File: src/rtl/multdiv_pkg.sv
// Shared types and constants for the iterative signed multiply/divide unit.
package multdiv_pkg;

    localparam int DEFAULT_WIDTH = 32;
    localparam int DEFAULT_CNT_W = $clog2(DEFAULT_WIDTH);

    typedef enum logic [1:0] {
        IDLE = 2'd0,
        RUN  = 2'd1,
        DONE = 2'd2
    } state_t;

    typedef enum logic {
        OP_MULT = 1'b0,
        OP_DIV  = 1'b1
    } op_t;

endpackage

File: src/rtl/multdiv_step.sv
// One iteration of the shared datapath: Booth add/sub + arithmetic shift for
// multiply, or trial subtract + shift for restoring divide.
module multdiv_step
    import multdiv_pkg::*;
#(
    parameter int WIDTH = DEFAULT_WIDTH
) (
    input  op_t              op,
    input  logic [2*WIDTH:0] acc,
    input  logic [WIDTH-1:0] opnd,
    output logic [2*WIDTH:0] acc_next
);

    logic [WIDTH:0]   hi_ext;
    logic [WIDTH:0]   opnd_ext;
    logic [WIDTH:0]   booth_sum;
    logic [WIDTH:0]   shifted;
    logic [WIDTH-1:0] diff;
    logic             qbit;
    logic [2*WIDTH:0] mult_next;
    logic [2*WIDTH:0] div_next;

    // Booth step: the sum is kept one bit wider so the shifted-in sign is exact.
    always_comb begin
        hi_ext   = {acc[2*WIDTH], acc[2*WIDTH:WIDTH+1]};
        opnd_ext = {opnd[WIDTH-1], opnd};
        case (acc[1:0])
            2'b01:   booth_sum = hi_ext + opnd_ext;
            2'b10:   booth_sum = hi_ext - opnd_ext;
            default: booth_sum = hi_ext;
        endcase
        mult_next = {booth_sum, acc[WIDTH:1]};
    end

    // Restoring divide: acc holds {remainder, quotient/dividend, unused bit}.
    always_comb begin
        shifted = {acc[2*WIDTH:WIDTH+1], acc[WIDTH]};
        diff    = shifted[WIDTH-1:0] - opnd;
        if (shifted >= {1'b0, opnd}) begin
            qbit = 1'b1;
            div_next = {diff, acc[WIDTH-1:1], qbit, 1'b0};
        end else begin
            qbit = 1'b0;
            div_next = {shifted[WIDTH-1:0], acc[WIDTH-1:1], qbit, 1'b0};
        end
    end

    // Operation select.
    always_comb begin
        case (op)
            OP_MULT: acc_next = mult_next;
            OP_DIV:  acc_next = div_next;
            default: acc_next = mult_next;
        endcase
    end

endmodule

File: src/rtl/multdiv_unit.sv
// Iterative signed multiply/divide: WIDTH iterations after the start edge,
// one-cycle data_resultRDY pulse, result/exception held until next completion.
module multdiv_unit
    import multdiv_pkg::*;
#(
    parameter int WIDTH = DEFAULT_WIDTH
) (
    input  logic             clock,
    input  logic             reset,
    input  logic             ctrl_MULT,
    input  logic             ctrl_DIV,
    input  logic [WIDTH-1:0] data_operandA,
    input  logic [WIDTH-1:0] data_operandB,
    output logic [WIDTH-1:0] data_result,
    output logic             data_exception,
    output logic             data_resultRDY,
    output logic             busy
);

    localparam int CNT_W = $clog2(WIDTH);

    state_t           state;
    state_t           state_next;
    logic [CNT_W-1:0] counter;
    op_t              op;
    logic [2*WIDTH:0] acc;
    logic [2*WIDTH:0] acc_next;
    logic [WIDTH-1:0] opnd;
    logic             neg;
    logic             div_zero;
    logic [WIDTH-1:0] result;
    logic             exception;
    logic             start;
    logic             last_iter;
    logic             finish;
    logic [WIDTH-1:0] fin_result;
    logic             fin_exc;
    logic             run_flag;
    logic             done_flag;

    // Two's-complement magnitude; the most negative value maps to unsigned 2^(WIDTH-1).
    function automatic logic [WIDTH-1:0] magnitude(input logic [WIDTH-1:0] x);
        magnitude = x[WIDTH-1] ? (~x + {{(WIDTH-1){1'b0}}, 1'b1}) : x;
    endfunction

    assign start     = ctrl_MULT | ctrl_DIV;
    assign last_iter = (counter == CNT_W'(WIDTH - 1));
    assign finish    = (state == RUN) && last_iter && !start;

    multdiv_step #(.WIDTH(WIDTH)) u_step (
        .op       (op),
        .acc      (acc),
        .opnd     (opnd),
        .acc_next (acc_next)
    );

    // State register.
    always_ff @(posedge clock or posedge reset) begin
        if (reset) state <= IDLE;
        else       state <= state_next;
    end

    // Next-state logic; a start in any state (re)enters RUN.
    always_comb begin
        state_next = state;
        case (state)
            IDLE: state_next = start ? RUN : IDLE;
            RUN: begin
                if (start)          state_next = RUN;
                else if (last_iter) state_next = DONE;
                else                state_next = RUN;
            end
            DONE:    state_next = start ? RUN : IDLE;
            default: state_next = IDLE;
        endcase
    end

    // State-decoded status outputs.
    always_comb begin
        run_flag  = 1'b0;
        done_flag = 1'b0;
        case (state)
            RUN:     run_flag  = 1'b1;
            DONE:    done_flag = 1'b1;
            default: begin
                run_flag  = 1'b0;
                done_flag = 1'b0;
            end
        endcase
    end

    // Operand capture on start, one datapath iteration per RUN edge.
    always_ff @(posedge clock or posedge reset) begin
        if (reset) begin
            counter  <= {CNT_W{1'b0}};
            op       <= OP_MULT;
            acc      <= {(2*WIDTH+1){1'b0}};
            opnd     <= {WIDTH{1'b0}};
            neg      <= 1'b0;
            div_zero <= 1'b0;
        end else if (start) begin
            counter  <= {CNT_W{1'b0}};
            op       <= ctrl_MULT ? OP_MULT : OP_DIV;
            acc      <= ctrl_MULT ? {{WIDTH{1'b0}}, data_operandB, 1'b0}
                                  : {{WIDTH{1'b0}}, magnitude(data_operandA), 1'b0};
            opnd     <= ctrl_MULT ? data_operandA : magnitude(data_operandB);
            neg      <= data_operandA[WIDTH-1] ^ data_operandB[WIDTH-1];
            div_zero <= (data_operandB == {WIDTH{1'b0}});
        end else if (state == RUN) begin
            acc     <= acc_next;
            counter <= counter + CNT_W'(1);
        end
    end

    // Final result selection from the last iteration's output.
    always_comb begin
        fin_result = acc_next[WIDTH:1];
        fin_exc    = 1'b0;
        case (op)
            OP_MULT: begin
                fin_result = acc_next[WIDTH:1];
                fin_exc    = !((&acc_next[2*WIDTH:WIDTH]) || (~|acc_next[2*WIDTH:WIDTH]));
            end
            OP_DIV: begin
                if (div_zero) begin
                    fin_result = {WIDTH{1'b0}};
                    fin_exc    = 1'b1;
                end else if (neg) begin
                    fin_result = ~acc_next[WIDTH:1] + {{(WIDTH-1){1'b0}}, 1'b1};
                    fin_exc    = 1'b0;
                end else begin
                    // A positive quotient with the top bit set only arises from MIN / -1.
                    fin_result = acc_next[WIDTH:1];
                    fin_exc    = acc_next[WIDTH];
                end
            end
            default: begin
                fin_result = {WIDTH{1'b0}};
                fin_exc    = 1'b0;
            end
        endcase
    end

    // Result and exception registers, written only on the edge entering DONE.
    always_ff @(posedge clock or posedge reset) begin
        if (reset) begin
            result    <= {WIDTH{1'b0}};
            exception <= 1'b0;
        end else if (finish) begin
            result    <= fin_result;
            exception <= fin_exc;
        end
    end

    assign data_result    = result;
    assign data_exception = exception;
    assign data_resultRDY = done_flag;
    assign busy           = run_flag;

endmodule

File: config.mk
export PLATFORM = sky130hd
export DESIGN_NAME = multdiv_unit
export DESIGN_NICKNAME = d
export VERILOG_FILES = /design/src/rtl/multdiv_pkg.sv /design/src/rtl/multdiv_step.sv /design/src/rtl/multdiv_unit.sv
export SDC_FILE = /design/constraint.sdc
export NUM_CORES = 1
export LEC_CHECK = 0
export CAP_MARGIN = 25
export CORE_UTILIZATION = 35
export DETAILED_ROUTE_END_ITERATION = 6
export HOLD_SLACK_MARGIN = 0.1
export PLACE_DENSITY = 0.52
export SETUP_SLACK_MARGIN = 0.2
export SYNTH_ARGS = -nofsm -noshare
export SYNTH_HDL_FRONTEND = slang
export SYNTH_SLANG_ARGS = --single-unit
export TNS_END_PERCENT = 1
File: constraint.sdc
create_clock -name clock -period 14.9 [get_ports clock]
set_clock_uncertainty 0.15 [all_clocks]
set_input_delay 3.725 -clock clock [delete_from_list [all_inputs] [get_ports clock]]
set_output_delay 3.725 -clock clock [all_outputs]
set_load 0.05 [all_outputs]
# Word-level counts from Yosys, hierarchy flattened
# Index checks and enable logic that the tools add are counted.
# Widths: inputs -> output; s select.
# op_classes
addsub,7
multipliers,0
n_div,0
order_cmp,1
n_eq_ne,5
shifts,0
mux,24
bitwise_logic,6
reduce_logical,12
# ops
operator,n
$mux 65,3
$mux 32,5
$pmux 65 s2,1
$add 32x1->32 const B,3
$not 32->32,3
$pmux 33 s2,1
$pmux 32 s2,1
$add 32x32->33,1
$ge 33x32->1,1
$mux 33,1
$reduce_and 33->1,1
$reduce_or 33->1,1
$sub 32x32->33,1
$logic_not 32->1,1
$sub 32x32->32,1
$mux 5,2
$mux 1,6
$add 5x1->5 const B,1
$eq 5x5->1 const B,1
$eq 2x1->1 const B,2
$eq 2x2->1 const B,2
$mux 2,2
$pmux 2 s2,1
$logic_not 1->1,3
other kinds (9),10
# totals
ff_bits,140
latch_bits,0
ram_bits,0
rom_bits,0
n_memories,0

# Depth between registers and ports, before layout
# Gate-level depths: netlist of run 1.
# depth
depth_word,8
mapped_depth,22
depth_no_buf,21

# Modules after synthesis
# A second synthesis of run 1 with hierarchy kept.
# unflattened
cells_unflattened,1839
hier_area_um2,14116.0
# modules_own_cells
mod,n_inst,cells_per_inst,area_each_um2,seq_area_each_um2
multdiv_unit,1,1023,8560.7,3503.4
multdiv_step,1,816,5555.3,0.0

# Worst setup path before layout of run 1
# No wires, ideal clock.
# synth_path
path_kind,input port to flip-flop
startpoint,in data_operandA[17]
endpoint,reg acc[31]
arrival_ns,6.411
required_ns,14.679
slack_ns,8.267
stages,10
cell_sequence,or4_4 > or4_4 > or2_4 > or4_4 > or3_1 > o41ai_2 > xor2_1 > a221oi_1 > a21oi_1 > nor2_1
# synth_via
elab_chain_cells,5
# synth_lines
element,line,source
start: declaration,multdiv_unit.sv:12,"input logic [WIDTH-1:0] data_operandA,"
$not 32->32,multdiv_unit.sv:43,"magnitude = x[WIDTH-1] ? (~x + {{(WIDTH-1){1'b0}}, 1'b1}) : x;"
$add 32x1->32,multdiv_unit.sv:43,
$mux 32,multdiv_unit.sv:43,
$mux 33,multdiv_unit.sv:104,"acc <= ctrl_MULT ? {{WIDTH{1'b0}}, data_operandB, 1'b0}"
$mux 65,multdiv_unit.sv:101,end else if (start) begin
end signal: assignment,multdiv_unit.sv:97,acc <= {(2*WIDTH+1){1'b0}};
end signal: assignment,multdiv_unit.sv:104,
end signal: assignment,multdiv_unit.sv:110,acc <= acc_next;
end: declaration,multdiv_unit.sv:26,logic [2*WIDTH:0] acc;
# Every way passes these cells.
# A chain may end at the register's enable or synchronous reset.

# Final worst setup path of run 1
# layout_path
startpoint,in ctrl_MULT
endpoint,"reg exception, in the netlist data_exception"
# layout_via
elab_chain_cells,3
# layout_lines
element,line,source
start: declaration,multdiv_unit.sv:10,"input logic ctrl_MULT,"
$or 1x1->1,multdiv_unit.sv:46,assign start = ctrl_MULT | ctrl_DIV;
$logic_not 1->1,multdiv_unit.sv:48,assign finish = (state == RUN) && last_iter && !start;
$logic_and 1x1->1,multdiv_unit.sv:48,
end signal: assignment,multdiv_unit.sv:151,exception <= fin_exc;
end: declaration,multdiv_unit.sv:32,logic exception;
# Every way passes these cells.

==> results of run 1 <==
layout make-up:
| type | count | area (um^2) |
|---|---|---|
| well taps | 518 | 648.1 |
| fillers | 4059 | 23000 |
| inverters | 71 | 271.5 |
| diodes | 3 | 7.507 |
| multi-input cells | 1556 | 9788 |
| clock inverters | 12 | 162.7 |
| flip-flops and latches | 140 | 3507 |
| clock buffers | 20 | 456.7 |
| repair buffers | 121 | 1164 |
sequential cells by signal (all words and copies together) (netlist names):
register and count:
data_exception 1, neg 1, opnd 32, op 1, div_zero 1, state 2, data_result 32, counter 5
acc 65
critical path: stages:
cell      delay [ns]
buf_4           0.28
nor2_1          0.60
nand3_2         0.90
nand2_1         0.27
o21ai_0         0.18
nor2_1          0.15
nor4b_1         0.24
nand4_1         0.13
nor3_1          0.21
and4b_1         0.24
a311oi_1        0.09
path summary, 6_finish.rpt:
path                       slack (ns)              to      start  depth (start not counted)
hold reg to reg                  0.31        state[0]   state[1]                          1
hold / removal                   0.31        state[0]   state[1]                          1
setup reg to reg                 8.51  data_exception    opnd[2]                         21
max in group asynchronous        9.54              op      reset                          3
min in group asynchronous        3.59         acc[34]      reset                          2
setup / recovery                 8.01  data_exception  ctrl_MULT                         11
synth_stat cells, types with 12 or more instances:
| cell type | number |
|---|---|
| o41ai_1 | 14 |
| nand2b_1 | 17 |
| ha_1 | 71 |
| buf_2 | 13 |
| o211ai_1 | 15 |
| nor4_1 | 12 |
| a211oi_1 | 31 |
| xnor2_1 | 98 |
| xor2_1 | 63 |
| a21o_1 | 26 |
| and2_1 | 17 |
| a31oi_1 | 24 |
| o21a_1 | 14 |
| o21ai_0 | 169 |
| dfrtp_1 | 140 |
| nand3_1 | 30 |
| clkbuf_1 | 81 |
| nor2_1 | 151 |
| o21ai_1 | 12 |
| a221oi_1 | 26 |
| o31ai_1 | 26 |
| a21oi_1 | 174 |
| nand2_1 | 279 |
| nor3_1 | 34 |
| and3_1 | 19 |
| mux2i_1 | 29 |
| inv_1 | 70 |
| nor2b_1 | 19 |
| buf_1 | 15 |
| or3_1 | 14 |
| nand4_1 | 24 |
power breakdown:
part           leakage (nW)  internal, mW  switching [mW]
combinational          4.57         0.246           0.411
clock                 0.297         0.274           0.190
sequential             1.80         0.406          0.0483
total                  6.66         0.926           0.649
logic make-up after synthesis:
logic type      after synthesis  synth area share, %
mux                          35                2.561
xor+xnor                    161                10.09
fa+ha+maj                    73                6.645
flops                       140                25.07
simple gates                662                22.03
buf+inv                     180                4.952
compound gates              625                28.65
metal layers:
metal / vias up / part of all wire (%) / GRT usage [%] / wire length (um)
li1: 6866 / - / - / -
met1: 6963 / 46 / 36.92 / 24810
met2: 471 / 45 / 41.57 / 24330
met3: 70 / 7.0 / 4.724 / 3768
met4: 0 / 2.2 / 7.765 / 1198
met5: - / 0 / 0 / 0
stage by stage:
stage	utilization (%)	total power [mW]	area, um^2	hold slack, ns
after floorplan	-	0.8955	13970	0.2776
after CTS	40.97	1.570	15980	0.3078
final	41.03	1.575	16010	0.3090
after detailed placement	39.39	1.103	15360	0.2941
after global placement	39.35	1.101	15350	0.2872
after global routing	41.01	1.664	16000	0.3202
==> flow_summary.yaml, run 1 <==
grt:
  track_usage_pct: 26.49
  grt_pass1_vias: 13583
  antenna_found_initial: 1
  grt_pass1_wl_mm: 83.12
  grt_max_degree: 81
  gr-total-overflow: 0
timing:
  max_freq_mhz: 145.1
  fin_setup_tns_ns: 0
  maxSlewHeadroom_pct: 32.35
  period_minus_slack_ns: 6.893
  tightest_slew_ns: 1.001
  setup_ws_ns: 8.007
  finalHoldViolCount: 0
  grt_setup_unrepaired: "false"
  setup_viol_count_final: 0
  fin_crit_sh_pct: 46.26
  slew_violations: 0
floorplan:
  dieArea_um2: 40720
  rows: 72
  coreArea_um2: 39010
  fp.dieH_um: 201.8
  die_w_um: 201.8
  io-pin-count: 103
  initial_core_util_pct: 35.82
placement:
  place_congestion: 0.9973
  detailedPlace.worstSlack_ns: 7.546
  port_buffers: 102
  dp_hpwl_mm: 41.30
  place_inst: 2404
finish:
  final_common_cell: "nand2_1"
  fin_nets: 2048
  layout.cells.most_common_list: "nand2_1, a21oi_1, o21ai_0"
  fin_cells: 2441
  syn_to_final_growth_pct: 14.55
  drive_gt1_share_pct: 4.948
clocking:
  cts.sinks: 140
  clkTransAtPathRegs_ns: 0.07
  clock_latency_ns: 0.45
  cts_root_buf: "clkbuf_16"
  htreeDepth: 4
  ctsHoldBuffers: 0
  post-cts-setup-buffer-count: 0
  numCtsBuffers: 17
  cts_resized: 0
  clk_path_buf_depth: 2
  cts_tree: "yes"
synth:
  syn_avg_cell_area_um2: 7.448
  ys_types: 85
  ys_warn_count: 0
  ys_top_cells_by_area: "dfrtp_1, nand2_1, ha_1"
  syn_inst: 1876
  syn_nets: 2017
  synth-edff-count: 0
  async_reset_ff_share_pct: 100.0
  synth_top_flop_cell: "dfrtp_1"
  yosysSeqAreaShare_pct: 25.07
  synth.largest_area_cell: "dfrtp_1"
  ys_seq_elements: 140
  netlist.area_leader.share_pct: 25.07
  syn_area_um2: 13970
status:
  run_status: "finished clean"
critical_path:
  worst-path-max-fanout: 61
  cp.arrival_ns: 7.03
  required_ns: 15.03
  setup.worst_path.end_class: "register"
  start_kind: "primary input"
  critPathKind: "in -> reg"
routing:
  vias_per_cell: 5.887
  route.vias.total: 14370
  wl_per_cell_um: 22.16
  wirelength_mm: 54.10
  dr.pass1.iters: 6
  ant_nets: 0
  drcViolationCount: 0
  drt-initial-drc-count: 1462
hold_path:
  hp-class: "reg -> reg"
pwr:
  power_density_nw_per_um2: 98.41
  ir_drop_v: 0.00008442
  cellLeakagePower_nw: 6.662
flow_run:
  cap_violations: 0
No activity file was read; power rests on OpenSTA's default activity.
==> run 2: changes to the inputs <==
--- a/config.mk
+++ b/config.mk
@@ -9,7 +9,7 @@
 export CORE_UTILIZATION = 35
 export DETAILED_ROUTE_END_ITERATION = 6
 export HOLD_SLACK_MARGIN = 0.1
-export PLACE_DENSITY = 0.52
+export PLACE_DENSITY = 0.54
 export SETUP_SLACK_MARGIN = 0.2
 export SYNTH_ARGS = -nofsm -noshare
 export SYNTH_HDL_FRONTEND = slang
==> constraint.sdc (replaced) <==
create_clock -name clock -period 6.05 [get_ports clock]
set_clock_uncertainty 0.15 [all_clocks]
set_input_delay 1.5125 -clock clock [delete_from_list [all_inputs] [get_ports clock]]
set_output_delay 1.5125 -clock clock [all_outputs]
set_load 0.05 [all_outputs]
==> run 2 against run 1 <==
- sequential power is 140% higher
- cell area is 0.65% higher
- largest cell class unchanged
- global-route usage hardly changed
- first-iteration DRC count is 8.8% lower
- critical endpoint unchanged
- clock-buffer cell count is 2 higher
- highest routed layer is now met5
- flip-flop and latch count stayed put
- worst setup slack worse by 7.4 ns
- combinational power is 150% higher
- critical path depth is 10 higher
- register-to-register slack worse by 7.9 ns
- die area stayed put
- final cell count is 0.29% higher
==> flow_summary.yaml, run 2 (synthesis results as in run 1) <==
status:
  run_status: "finished clean"
placement:
  place_congestion: 0.9503
  port_buffers: 102
  detailedPlace.worstSlack_ns: 0.4099
  dp_hpwl_mm: 41.74
routing:
  wl_per_cell_um: 22.21
  drt-initial-drc-count: 1333
  route.vias.total: 14576
  drcViolationCount: 0
  dr.pass1.iters: 5
  vias_per_cell: 5.954
  ant_nets: 0
  wirelength_mm: 54.36
grt:
  grt_pass1_vias: 13541
  grt_pass1_wl_mm: 83.12
  antenna_found_initial: 1
  track_usage_pct: 26.48
  gr-total-overflow: 0
  grt_max_degree: 94
finish:
  largest_reg_flops: 65
  seqCellArea_um2: 3507
  postLayoutCoreUtil_pct: 41.30
  top_register: "acc"
  n_fill_cell: 4012
  antenna_cells: 0
  syn_to_final_growth_pct: 15.30
  drive_gt1_share_pct: 5.440
  layout.cells.most_common_list: "nand2_1, a21oi_1, o21ai_0"
  fin_nets: 2058
  final_common_cell: "nand2_1"
  multiInputGateArea_um2: 9812
floorplan:
  fp.dieH_um: 201.8
  coreArea_um2: 39010
  initial_core_util_pct: 35.82
  die_w_um: 201.8
  dieArea_um2: 40720
  rows: 72
  io-pin-count: 103
critical_path:
  required_ns: 6.25
  r2r_end: "data_exception"
  r2r_cells: 21
  setup.worst_path.end_class: "register"
  r2r_slack_ns: 0.62
  r2r_start: "opnd[2]"
  start_kind: "register"
  worst-path-max-fanout: 7
  path_cells: "inv_1 > nand4_1 > nor3_2 > nand3_1 > nor4_1 > and3_1 > a31oi_1 > xnor2_1 > ha_1 > inv_1 > o21ai_0 > a21o_1 > a2111oi_4 > o31ai_1 > xnor2_1 > o211ai_1 > o311ai_0 > nand3_1 > nor3b_1 > and4b_1 > a311oi_1"
  slowest_delay_ns: 0.48
  critPathKind: "reg -> reg"
  crit_path_top_delay_cell: "a2111oi_4"
  cp.arrival_ns: 5.63
clocking:
  clk_path_buf_depth: 2
  cts.sinks: 140
  post-cts-setup-buffer-count: 0
  cts_root_buf: "clkbuf_16"
  numCtsBuffers: 17
  ctsHoldBuffers: 0
  clkTransAtPathRegs_ns: 0.07
  clock_latency_ns: 0.45
  cts_tree: "yes"
  cts_resized: 0
  htreeDepth: 4
timing:
  tightest_slew_ns: 1.004
  setup_viol_count_final: 0
  fin_crit_sh_pct: 89.73
  fin_setup_tns_ns: 0
  period_minus_slack_ns: 5.429
  maxSlewHeadroom_pct: 32.92
  slew_violations: 0
  grt_setup_unrepaired: "false"
  max_freq_mhz: 184.2
  setup_ws_ns: 0.6211
  finalHoldViolCount: 0
pwr:
  total_power_mw: 3.884
  cellLeakagePower_nw: 6.710
  power_frac_clock_pct: 29.6
  seqPwrFrac_pct: 28.4
  power_frac_comb_pct: 42.0
  internal_power_mw: 2.291
  power_density_nw_per_um2: 241.1
  ir_drop_v: 0.0002198
  switching_share_pct: 41.00
  p_switching_mw: 1.592
hold_path:
  min_path_cells: 1
  hp-start: "state[1]"
  hp-class: "reg -> reg"
  whs_endpoint: "state[0]"
flow_run:
  cap_violations: 0
## run 2: layout make-up
type | count | area share [%]
clock inverters | 10 | 0.8621
multi-input cells | 1556 | 60.91
repair buffers | 131 | 7.868
well taps | 518 | 4.023
inverters | 71 | 1.685
clock buffers | 22 | 2.882
flip-flops and latches | 140 | 21.77
## run 2: worst max path at each step
stage	slack, ns	depth (start not counted)	start	endpoint
2_1_floorplan	0.63	1	reset	acc[0]
3_5_place_dp	0.41	21	opnd[2]	data_exception
4_1_cts	0.40	21	opnd[2]	data_exception
5_1_grt	0.21	21	opnd[2]	data_exception
3_3_place_gp	0.61	21	opnd[2]	data_exception
6_report	0.62	21	opnd[2]	data_exception
## run 2: critical path: cells and delay by family (launching register included)
| kind | cells | cell delay (ns) |
|---|---|---|
| flip-flops | 1 | 0.41 |
| AO/OA/AOI/OAI | 8 | 2.06 |
| adder cells (fa/ha/maj) | 1 | 0.39 |
| XOR/XNOR | 2 | 0.29 |
| buffers and inverters | 2 | 0.28 |
| AND/OR/NAND/NOR | 8 | 1.74 |
## run 2: routing by layer
layer / track usage, % / vias up / share of wire (%)
met3: 4.321 / 53 / 6.4
met1: 37.56 / 7143 / 47
li1: - / 6883 / -
met4: 6.331 / 2 / 1.7
met2: 41.72 / 495 / 45
met5: 0 / - / 0.024
## run 2: power groups by stage
stage / Combinational (mW) / Clock, mW / Sequential, mW
after floorplan: 1.13 / 0 / 1.08
after global placement: 1.59 / 0 / 1.12
after detailed placement: 1.60 / 0 / 1.12
after CTS: 1.60 / 1.16 / 1.10
after global routing: 1.78 / 1.19 / 1.11
final: 1.63 / 1.15 / 1.10
## run 2: stage by stage
| stage | std cells | hold slack, ns | instance area (um^2) |
|---|---|---|---|
| floorplan | 1876 | 0.2776 | 13970 |
| global placement | 2413 | 0.2888 | 15440 |
| detailed placement | 2414 | 0.3004 | 15460 |
| CTS | 2446 | 0.3086 | 16070 |
| global route | 2448 | 0.3537 | 16110 |
| finish | 2448 | 0.3055 | 16110 |
==> run 3: changes to the inputs <==
--- a/config.mk
+++ b/config.mk
@@ -14,4 +14,3 @@
 export SYNTH_ARGS = -nofsm -noshare
 export SYNTH_HDL_FRONTEND = slang
 export SYNTH_SLANG_ARGS = --single-unit
-export TNS_END_PERCENT = 1
==> results of run 3 <==
Same layout as run 2: the final DEF is identical, and so are final timing and power.
